**src/rtl/odd_parity_pkg.sv**
```systemverilog
// Shared types and constants for the odd-parity frame controller.
// Also provides the reference parity rule used by the bench.
package odd_parity_pkg;

    localparam int DEF_DATA_W = 3;
    localparam int DEF_ERR_W  = 8;

    typedef enum logic [1:0] {
        IDLE = 2'd0,
        DATA = 2'd1,
        PAR  = 2'd2,
        STOP = 2'd3
    } state_t;

    // Odd parity holds when data bits plus parity XOR to 1.
    function automatic logic odd_ok(
        input logic [31:0] data,
        input logic        par
    );
        return (^data) ^ par;
    endfunction

endpackage

```
**src/rtl/serial_parity_acc.sv**
```systemverilog
// One-bit serial XOR accumulator.
// clr wins over en; cleared at the start of every frame.
module serial_parity_acc
    import odd_parity_pkg::*;
(
    input  logic clk,
    input  logic rst,
    input  logic clr,
    input  logic en,
    input  logic din,
    output logic acc
);

    always_ff @(posedge clk) begin
        if (rst || clr) begin
            acc <= 1'b0;
        end else if (en) begin
            acc <= acc ^ din;
        end
    end

endmodule

```
**src/rtl/odd_parity_frame_ctrl.sv**
```systemverilog
// Bit-serial odd-parity frame receiver with a one-word
// valid/ready output, sticky overrun and saturating error count.
module odd_parity_frame_ctrl
    import odd_parity_pkg::*;
#(
    parameter int DATA_W = DEF_DATA_W,
    parameter int ERR_W  = DEF_ERR_W
) (
    input  logic              clk,
    input  logic              rst,
    input  logic              bit_en,
    input  logic              sin,
    input  logic              out_ready,
    output logic              out_valid,
    output logic [DATA_W-1:0] out_data,
    output logic              out_par_err,
    output logic              out_frm_err,
    output logic              overrun,
    input  logic              clr_err,
    output logic [ERR_W-1:0]  err_cnt,
    output logic              busy
);

    localparam int CW = (DATA_W > 1) ? $clog2(DATA_W) : 1;
    localparam logic [CW-1:0]    CNT_LAST = CW'(DATA_W - 1);
    localparam logic [ERR_W-1:0] ERR_MAX  = '1;

    state_t            state;
    state_t            state_n;
    logic [CW-1:0]     cnt;
    logic [DATA_W-1:0] shreg;
    logic              acc;
    logic              acc_clr;
    logic              acc_en;
    logic              done;
    logic              par_err;
    logic              frm_err;
    logic              load;

    serial_parity_acc u_acc (
        .clk (clk),
        .rst (rst),
        .clr (acc_clr),
        .en  (acc_en),
        .din (sin),
        .acc (acc)
    );

    always_comb begin
        state_n = state;
        acc_clr = 1'b0;
        acc_en  = 1'b0;
        done    = 1'b0;
        par_err = 1'b0;
        frm_err = 1'b0;
        if (bit_en) begin
            unique case (state)
                IDLE: begin
                    if (!sin) begin
                        state_n = DATA;
                        acc_clr = 1'b1;
                    end
                end
                DATA: begin
                    acc_en = 1'b1;
                    if (cnt == CNT_LAST) begin
                        state_n = PAR;
                    end
                end
                PAR: begin
                    acc_en  = 1'b1;
                    state_n = STOP;
                end
                STOP: begin
                    done    = 1'b1;
                    par_err = ~acc;
                    frm_err = ~sin;
                    state_n = IDLE;
                end
                default: state_n = IDLE;
            endcase
        end
    end

    always_ff @(posedge clk) begin
        if (rst) begin
            state <= IDLE;
            cnt   <= '0;
            shreg <= '0;
        end else begin
            state <= state_n;
            if (bit_en && state == IDLE && !sin) begin
                cnt <= '0;
            end else if (bit_en && state == DATA) begin
                shreg[cnt] <= sin;
                cnt        <= cnt + 1'b1;
            end
        end
    end

    // A completed word is taken if the slot is empty or draining now.
    assign load = done && (!out_valid || out_ready);

    always_ff @(posedge clk) begin
        if (rst) begin
            out_valid   <= 1'b0;
            out_data    <= '0;
            out_par_err <= 1'b0;
            out_frm_err <= 1'b0;
        end else if (load) begin
            out_valid   <= 1'b1;
            out_data    <= shreg;
            out_par_err <= par_err;
            out_frm_err <= frm_err;
        end else if (out_valid && out_ready) begin
            out_valid <= 1'b0;
        end
    end

    always_ff @(posedge clk) begin
        if (rst) begin
            overrun <= 1'b0;
            err_cnt <= '0;
        end else if (clr_err) begin
            overrun <= 1'b0;
            err_cnt <= '0;
        end else begin
            if (done && !load) begin
                overrun <= 1'b1;
            end
            if (done && (par_err || frm_err) && err_cnt != ERR_MAX) begin
                err_cnt <= err_cnt + 1'b1;
            end
        end
    end

    assign busy = (state != IDLE);

endmodule

```
**config.mk**
```make
export PLATFORM = sky130hd
export DESIGN_NAME = odd_parity_frame_ctrl
export DESIGN_NICKNAME = d
export VERILOG_FILES = /design/src/rtl/odd_parity_pkg.sv /design/src/rtl/serial_parity_acc.sv /design/src/rtl/odd_parity_frame_ctrl.sv
export SDC_FILE = /design/constraint.sdc
export NUM_CORES = 1
export LEC_CHECK = 0
export CAP_MARGIN = 20
export CORE_MARGIN = 2
export CORE_UTILIZATION = 45
export DETAILED_ROUTE_END_ITERATION = 10
export GPL_ROUTABILITY_DRIVEN = 1
export HOLD_SLACK_MARGIN = 0.05
export PLACE_DENSITY = 0.71
export SLEW_MARGIN = 5
export SYNTH_ARGS = -nofsm -noshare
export SYNTH_HDL_FRONTEND = slang
export SYNTH_SLANG_ARGS = --single-unit
```
**constraint.sdc**
```tcl
create_clock -name clk -period 2.5 [get_ports clk]
set_input_delay 0.375 -clock clk [delete_from_list [all_inputs] [get_ports clk]]
set_output_delay 0.375 -clock clk [all_outputs]
set_load 0.01 [all_outputs]
```
==> results of run 1 <==
cell type report:
type	instances	area share
clock buffers	4	0.0186
inverters	9	0.0240
multi-input cells	94	0.439
flip-flops and latches	23	0.327
well taps	30	0.0266
repair buffers	24	0.165
layer usage:
metal | share of wire | GRT usage | up-vias
li1 | - | - | 508
met2 | 0.46 | 0.273 | 18
met5 | 0 | 0 | -
met3 | 0.032 | 0.0246 | 2
met4 | 0.0066 | 0.0500 | 0
met1 | 0.50 | 0.249 | 441
report_power, final:
group          leakage (nW)  switching (mW)  internal (mW)
combinational         0.341          0.0433         0.0366
clock                0.0150           0.108         0.0621
sequential            0.186         0.00587          0.373
total                 0.541           0.157          0.471
worst register-to-register path: stages, from the launching register on:
cell and delay [ns]:
sky130_fd_sc_hd__dfxtp_1 0.39, sky130_fd_sc_hd__ha_1 0.17, sky130_fd_sc_hd__nand2_1 0.15, sky130_fd_sc_hd__or3b_4 0.44, sky130_fd_sc_hd__o311ai_0 0.31, sky130_fd_sc_hd__o41ai_1 0.15
cell families (layout without fill, tap and decap cells):
kind of cell	Yosys count	count (layout)
xor gates and xnor gates	2	2
buffers and inverters	14	37
DFF	23	23
muxes	5	5
AOI/OAI and AO/OA	27	27
adders and majority gates	9	9
and+or+nand+nor	51	51
state kept, by name (all words and copies together), names as in the netlist:
signal,flops
out_data,3
out_par_err,1
shreg,3
state,2
out_frm_err,1
overrun,1
out_valid,1
cnt,2
err_cnt,8
u_acc.acc,1
path summary, 6_finish.rpt:
path	depth (start not counted)	start	slack (ns)	endpoint
setup reg to reg	5	state[1]$_SDFFE_PP0P_	0.77	err_cnt[5]$_SDFFE_PP0P_
hold / removal	2	out_data[2]$_SDFFE_PP0P_	0.47	out_data[2]$_SDFFE_PP0P_
hold reg to reg	2	out_data[2]$_SDFFE_PP0P_	0.47	out_data[2]$_SDFFE_PP0P_
setup / recovery	4	state[0]$_SDFFE_PP0P_	0.49	busy
cell usage after synthesis, types with 2 or more instances:
master | count | area share
sky130_fd_sc_hd__nand2b_1 | 2 | 0.011
sky130_fd_sc_hd__nand3_1 | 6 | 0.026
sky130_fd_sc_hd__dfxtp_1 | 23 | 0.40
sky130_fd_sc_hd__nor2_1 | 13 | 0.043
sky130_fd_sc_hd__mux2i_1 | 5 | 0.044
sky130_fd_sc_hd__xor2_1 | 2 | 0.015
sky130_fd_sc_hd__clkbuf_1 | 4 | 0.013
sky130_fd_sc_hd__nor2b_1 | 2 | 0.011
sky130_fd_sc_hd__nand2_1 | 8 | 0.026
sky130_fd_sc_hd__ha_1 | 9 | 0.099
sky130_fd_sc_hd__or3_1 | 2 | 0.011
sky130_fd_sc_hd__inv_1 | 9 | 0.030
sky130_fd_sc_hd__o21ai_0 | 7 | 0.031
sky130_fd_sc_hd__nor4b_1 | 2 | 0.015
sky130_fd_sc_hd__a21oi_1 | 12 | 0.053
sky130_fd_sc_hd__nand4_1 | 6 | 0.033
sky130_fd_sc_hd__nor3_1 | 4 | 0.018
through the flow:
step,setup WS [ns],instances
6_report,0.494,184
5_1_grt,0.370,184
4_1_cts,0.476,184
2_1_floorplan,0.970,131
3_3_place_gp,0.541,180
3_5_place_dp,0.470,180
==> results.md, run 1 <==
- The run finished with clean final reports.
- The total number of nets in the final design is 170.
- After routing the design area is 0.00141 sq mm.
- The final worst hold slack is 0.467 ns.
- Measured along the x axis, the die boundary spans 54.4 microns.
- The startpoint kind of the worst setup timing path is a flop.
- The number of antenna violations at the first check in global routing is 0.
- On the critical path the largest part of the delay comes from buffers and inverters.
- The count of TritonRoute iterations in the first routing pass is 4.
- The post-synthesis compound-gate area fraction is 0.143.
- The die outline height is 54.4 microns.
- On the critical path, the stage with the largest delay is an instance of sky130_fd_sc_hd__clkdlybuf4s50_1.
- Leaving out fill and tap cells, the most frequent cell in the layout is sky130_fd_sc_hd__dfxtp_1.
- The maximum level of the CTS H-tree is 1.
- The post-CTS resize count is 0.
- The fraction of layout cells with a size suffix above 1 is 0.0649.
- The setup fix buffers added after clock tree synthesis is 0.
- Power comes to 0.629 mW.
- Of the synthesized area, sequential elements account for 0.403.
- The relative max-transition margin is 0.714.
- The total core area is 0.00243 sq mm.
- The total of flip-flops plus latches after synthesis is 23.
- After clock tree synthesis, the clock-pin slew on the worst setup and hold paths is 0.12 ns.
- The number of slew-limit violations in the final report is 0.
- The maximum fanout along the worst path is 5.
- The root cell of the clock tree is sky130_fd_sc_hd__clkbuf_4.
- Registers take 460 sq um.
- In this run the cell area of the synthesized design comes to 0.00114 sq mm.
- In the synthesized netlist, the number of instances is 131.
- For this block, the initial DRC count from the detailed router was 14.
- The via count is 969.
- The total number of placement rows is 18.
- The biggest cell delay along the critical path is 0.52 ns.
- The via count of the first global-routing pass was 850.
- A synthesized cell averages 8.72 sq um.
- After synthesis, the netlist uses 32 different library cells.
- The CTS tree is done.
- The number of nets still failing antenna checks after routing is 0.
- For this run, the number of Yosys warnings is 0.
- At the worst endpoint, the arrival time is 1.63 ns.
- The synthesis-to-layout area growth is 23.4%.
- The pin count of the biggest net entering global routing is 16.
- The floorplan step defined a die boundary enclosing 0.00296 sq mm.
- The path category of the worst min-delay check is flop to flop.
- The count of max-cap constraint violations is 0.
- The layout filler cell count is 244.
- The final-layout setup total negative slack is 0 ns.
- Setup repair after global routing left no endpoint under its margin.
- After synthesis, the largest family of logic cells by area is simple AND/OR/NAND/NOR gates.
- In the layout the commonest cells are sky130_fd_sc_hd__dfxtp_1, sky130_fd_sc_hd__clkdlybuf4s50_1, sky130_fd_sc_hd__nor2_1.
- Counting stages on the worst path, the most repeated cell is sky130_fd_sc_hd__inv_1.
- Counting I/O delays and the setup requirement, the final critical path takes 2.01 ns.
- The synthesized design contains 0 enable-type register cells.
- For this design the ratio of total power to cell area is 446 mW/mm^2.
- The critical path in this run is classified as flop to output pin.
- The maximum clock rate is 499 MHz.
- The peak supply drop is 0.306 mV.
- Buffers inserted to repair hold after CTS numbered 0.
- The area of placed instances is 0.00138 sq mm.
- The overall overflow remaining after global route is 0.
- The average wire per cell in the routed design is 12.3 microns.
- The number of endpoints with negative hold slack in the final report is 0.
- For this design the top-level I/O count stands at 22.
- The leakage power of the design is 0.541 nW.
- The transition time at the pin with the least slew margin is 0.423 ns.
- The number of input and output port buffers inserted is 21.
- In the final layout, the multi-input gates occupy 619 sq um.
- The utilization of the core after routing is 0.580.
- The share of the clock period used by the worst path is 0.802.
- The detail-routed via count per cell is 5.27.
- The sort of element at the end of the critical path is an output pin.
- Setup violations remaining at the end of the flow were counted as 0.
- The critical path goes through inv_1 -> ha_1 -> inv_1 -> clkdlybuf4s50_1.
- The share of the synthesized netlist area taken by xor and xnor gates is 0.0153.
- For this configuration, the core starts out at a cell density of 0.470.
- The remaining design rule violation count is 0.
- Wires add up to 2270 microns.
- The latest clock arrival within the worst-skew pair is 0.30 ns.
- The half-perimeter wire length of the detailed placement result is 1710 microns.
- After synthesis, the share of flip-flops with an asynchronous set or reset is 0.
- Of the total synthesized cell area, the portion taken by AND, OR, NAND and NOR gates is 0.241.
- The global placement routability congestion is 0.850.
- The multiplexer area fraction after synthesis is 0.0438.
- The total nets after synthesis is 146.
- The data required time at the worst endpoint is 2.12 ns.
- The number of buffers and inverters on the critical path is 3.
- Of the total synthesized cell area, the portion taken by full adders, half adders and majority gates is 0.0986.
- The number of buffers inserted during clock tree synthesis is 3.
- The first global-routing pass estimated 3750 microns of wire.
- The combined global-route utilization of all metal layers is 0.175.
- The TritonCTS sink count is 23.
- On the final layout, the worst clock skew is 0.00120 ns.
- The antenna diode count is 0.
- Among all flip-flop cells after synthesis, the most frequent one is sky130_fd_sc_hd__dfxtp_1.
- The maximum clock insertion buffer count is 2.
No activity file was read; power rests on OpenSTA's default activity.
==> run 2, diff against run 1 <==
==> constraint.sdc (replaced) <==
create_clock -name clk -period 2 [get_ports clk]
set_input_delay 0.3 -clock clk [delete_from_list [all_inputs] [get_ports clk]]
set_output_delay 0.3 -clock clk [all_outputs]
set_load 0.01 [all_outputs]
==> run 2 against run 1 <==
Total power up 25%. Cell count is 1.6% higher. Critical path depth unchanged. Sequential power is 25% higher. Core utilization rose by 1.0 points. Count of clock-buffer cells in the layout unchanged. Worst setup slack got worse by 0.39 ns. Global-route usage increased by 0.71 points. Non-clock buffer count rose by 3. Routed wire length rose by 0.97%. Combinational power rose by 26%. Final area up 1.8%. Critical endpoint unchanged. Largest cell class unchanged. Largest power group unchanged.
==> results.md, run 2 (same netlist as run 1, synthesis figures left out) <==
- The instance count along the most critical hold path is 2 (unchanged).
- The pin count of the biggest net entering global routing is 16 (unchanged).
- The number of slew-limit violations in the final report came to 0 (unchanged).
- The synthesis-to-layout area growth is 25.6% (was 23.4%).
- The CTS tree is done (unchanged).
- The clock transition at the registers of the reported paths is 0.12 ns (about the same).
- The maximum level of the CTS H-tree is 1 (unchanged).
- The maximum fanout along the worst path came to 5 (unchanged).
- The number of endpoints with negative hold slack in the final report is 0 (unchanged).
- The cell type of the slowest stage on the worst timing path is sky130_fd_sc_hd__clkdlybuf4s50_1 (unchanged).
- The number of input and output port buffers inserted is 21 (unchanged).
- The total wire length is 2290 microns (was 2270 microns).
- The power per cell area is 548 mW/mm^2 (was 446 mW/mm^2).
- The layout filler cell count came to 230 (was 244).
- The number of antenna violations at the first check in global routing was 0 (unchanged).
- Cell-by-cell trace of the critical path: inv_1 -> ha_1 -> inv_1 -> clkdlybuf4s50_1 (unchanged).
- The peak supply drop is 0.372 mV (was 0.306 mV).
- The arrival time at the worst endpoint is 1.59 ns (was 1.63 ns).
- The antenna diode count is 0 (unchanged).
- The startpoint kind of the worst setup timing path is a flop (unchanged).
- The remaining design rule violation count is 0 (unchanged).
- The number of buffers inserted during clock tree synthesis is 3 (unchanged).
- The global placement routability congestion is 0.741 (was 0.850).
- The switching power as a share of total power is 0.248 (was 0.250).
- The iteration-0 DRC count of the detailed router is 10 (was 14).
- The average wire per cell in the routed design is 12.3 microns (about the same).
- The latest clock arrival within the worst-skew pair was 0.30 ns (about the same).
- The initial standard-cell utilization of the core is 0.470 (unchanged).
- The leakage power of the design is 0.556 nW (was 0.541 nW).
- The final-layout setup total negative slack is 0 ns (unchanged).
- The number of nets still failing antenna checks after routing is 0 (unchanged).
- The part of the power in registers came to 0.603 (was 0.602).
- The combined global-route utilization of all metal layers is 0.182 (was 0.175).
- The total number of nets in the final design is 173 (was 170).
- The biggest cell delay along the critical path was 0.52 ns (about the same).
- The sort of element at the end of the critical path is an output pin (unchanged).
- The number of flip-flops in the largest register is 8 (unchanged).
- The overall overflow remaining after global route is 0 (unchanged).
- The maximum clock insertion buffer count is 2 (unchanged).
- The TritonCTS sink count came to 23 (unchanged).
- Top library cells by usage in the layout, fill and taps aside: sky130_fd_sc_hd__dfxtp_1, sky130_fd_sc_hd__clkdlybuf4s50_1, sky130_fd_sc_hd__nor2_1 (unchanged).
- The total core area was 0.00243 sq mm (unchanged).
- The setup fix buffers added after clock tree synthesis is 0 (unchanged).
- The beginning of the worst hold path is out_data[2]$_SDFFE_PP0P_ (unchanged).
- The register name with the most flops was err_cnt (unchanged).
- The total power of the final layout is 0.786 mW (was 0.629 mW).
- The via count is 991 (was 969).
- The count of TritonRoute iterations in the first routing pass is 4 (unchanged).
- The origin of the worst setup path is state[0]$_SDFFE_PP0P_ (unchanged).
- The net switching power is 0.195 mW (was 0.157 mW).
- Top flop regs: err_cnt: 8 flops, out_data: 3 flops, shreg: 3 flops (unchanged).
- Dividing the final minimum period by the clock period gives 0.947.
- The total number of placement rows is 18 (unchanged).
- The internal power is 0.591 mW (was 0.471 mW).
- The fraction of power consumed by the clock network was 0.268 (was 0.271).
- The root cell of the clock tree is sky130_fd_sc_hd__clkbuf_4 (unchanged).
- Setup repair after global routing missed its margin: false (unchanged).
- The half-perimeter wire length of the detailed placement result is 1760 microns (was 1710 microns).
- The die outline height is 54.4 microns (unchanged).
- The final setup skew is 0.00129 ns (was 0.00120 ns).
- The transition time at the pin with the least slew margin is 0.405 ns (was 0.423 ns).
- The I/O pin total is 22 (unchanged).
- The combinational share of power is 0.129 (was 0.127).
- The detail-routed via count per cell is 5.30 (was 5.27).
- The reg-to-reg startpoint is state[1]$_SDFFE_PP0P_ (unchanged).
- The relative max-transition margin came to 0.726 (was 0.714).
- The wire length of the first global-routing pass was 3990 microns (was 3750 microns).
- The reg-to-reg critical path endpoint is err_cnt[5]$_SDFFE_PP0P_ (unchanged).
- The overall die width is 54.4 microns (unchanged).
- The hold path endpoint is out_data[2]$_SDFFE_PP0P_ (unchanged).
- The start-to-end type of the worst setup path is flop to output pin (unchanged).
- The data required time at the worst endpoint was 1.70 ns (was 2.12 ns).
- The depth of the worst register-to-register path is 5 (unchanged).
- The path category of the worst min-delay check is flop to flop (unchanged).
- The via count of the first global-routing pass is 935 (was 850).
- The multi-input gate area in the final layout is 619 sq um (unchanged).
- The cell seen most often among critical-path stages is sky130_fd_sc_hd__inv_1 (unchanged).
- The maximum clock rate is 528 MHz.
- The die area came to 0.00296 sq mm (unchanged).
- The count of max-cap constraint violations was 0 (unchanged).
- The routed design could run at a clock period as short as 1.89 ns.
- The register area is 463 sq um (was 460 sq um).
- The fraction of layout cells with a size suffix above 1 was 0.0955 (was 0.0649).
- The number of setup violations in the final report is 0 (unchanged).
- Status: completed (unchanged).
- The register-to-register setup slack came to 0.45 ns (was 0.77 ns).
==> run 2: changes by cell type in the layout (fill, tap and decap cells not counted) <==
cell / change
sky130_fd_sc_hd__dfxtp_2: +2
sky130_fd_sc_hd__dfxtp_1: -2
sky130_fd_sc_hd__buf_4: +3
==> run 2: how the worst max path moves through the flow <==
stage	end	slack, ns	depth (start not counted)
global placement	err_cnt[6]$_SDFFE_PP0P_	0.16	6
CTS	busy	0.07	4
detailed placement	err_cnt[5]$_SDFFE_PP0P_	0.17	5
floorplan	err_cnt[5]$_SDFFE_PP0P_	0.47	5
global route	busy	0.01	4
finish	busy	0.11	4
==> run 2: metrics by stage <==
step	setup WS, ns	hold slack (ns)	instances	utilization	area, sq um
2_1_floorplan	0.470	0.369	131	-	1140
3_3_place_gp	0.159	0.443	183	0.578	1410
3_5_place_dp	0.168	0.451	183	0.578	1410
4_1_cts	0.0653	0.469	187	0.589	1430
5_1_grt	0.0118	0.501	187	0.590	1440
6_report	0.106	0.464	187	0.590	1440
==> run 2: final cells by class <==
cell class	count	share of cell area
clock buffer	4	0.0183
timing repair buffer	27	0.178
sequential	23	0.323
tap	30	0.0262
inverter	9	0.0235
multi-input combinational	94	0.432
==> run 2: repair_timing <==
action | in CTS | in global routing
resized for setup | 0 | 2
endpoints found under the setup margin | 0 | 1
hold buffers | 0 | 0
==> run 2: power groups by stage <==
| stage | registers, mW | logic, mW | clock network (mW) |
|---|---|---|---|
| finish | 0.474 | 0.101 | 0.211 |
| global route | 0.476 | 0.114 | 0.241 |
| CTS | 0.473 | 0.102 | 0.217 |
| detailed placement | 0.483 | 0.102 | 0 |
| global placement | 0.483 | 0.0983 | 0 |
| floorplan | 0.482 | 0.0658 | 0 |
==> run 2: layer usage <==
metal | share of wire | track usage
met5 | 0 | 0
met1 | 0.49 | 0.241
met3 | 0.045 | 0.0355
met4 | 0.0070 | 0.0500
met2 | 0.46 | 0.299
==> run 2: critical path: cells and delay by family (launching register included) <==
kind	cells	cell delay [ns]
buffers and inverters	3	0.68
DFF	1	0.36
adders and majority gates	1	0.25
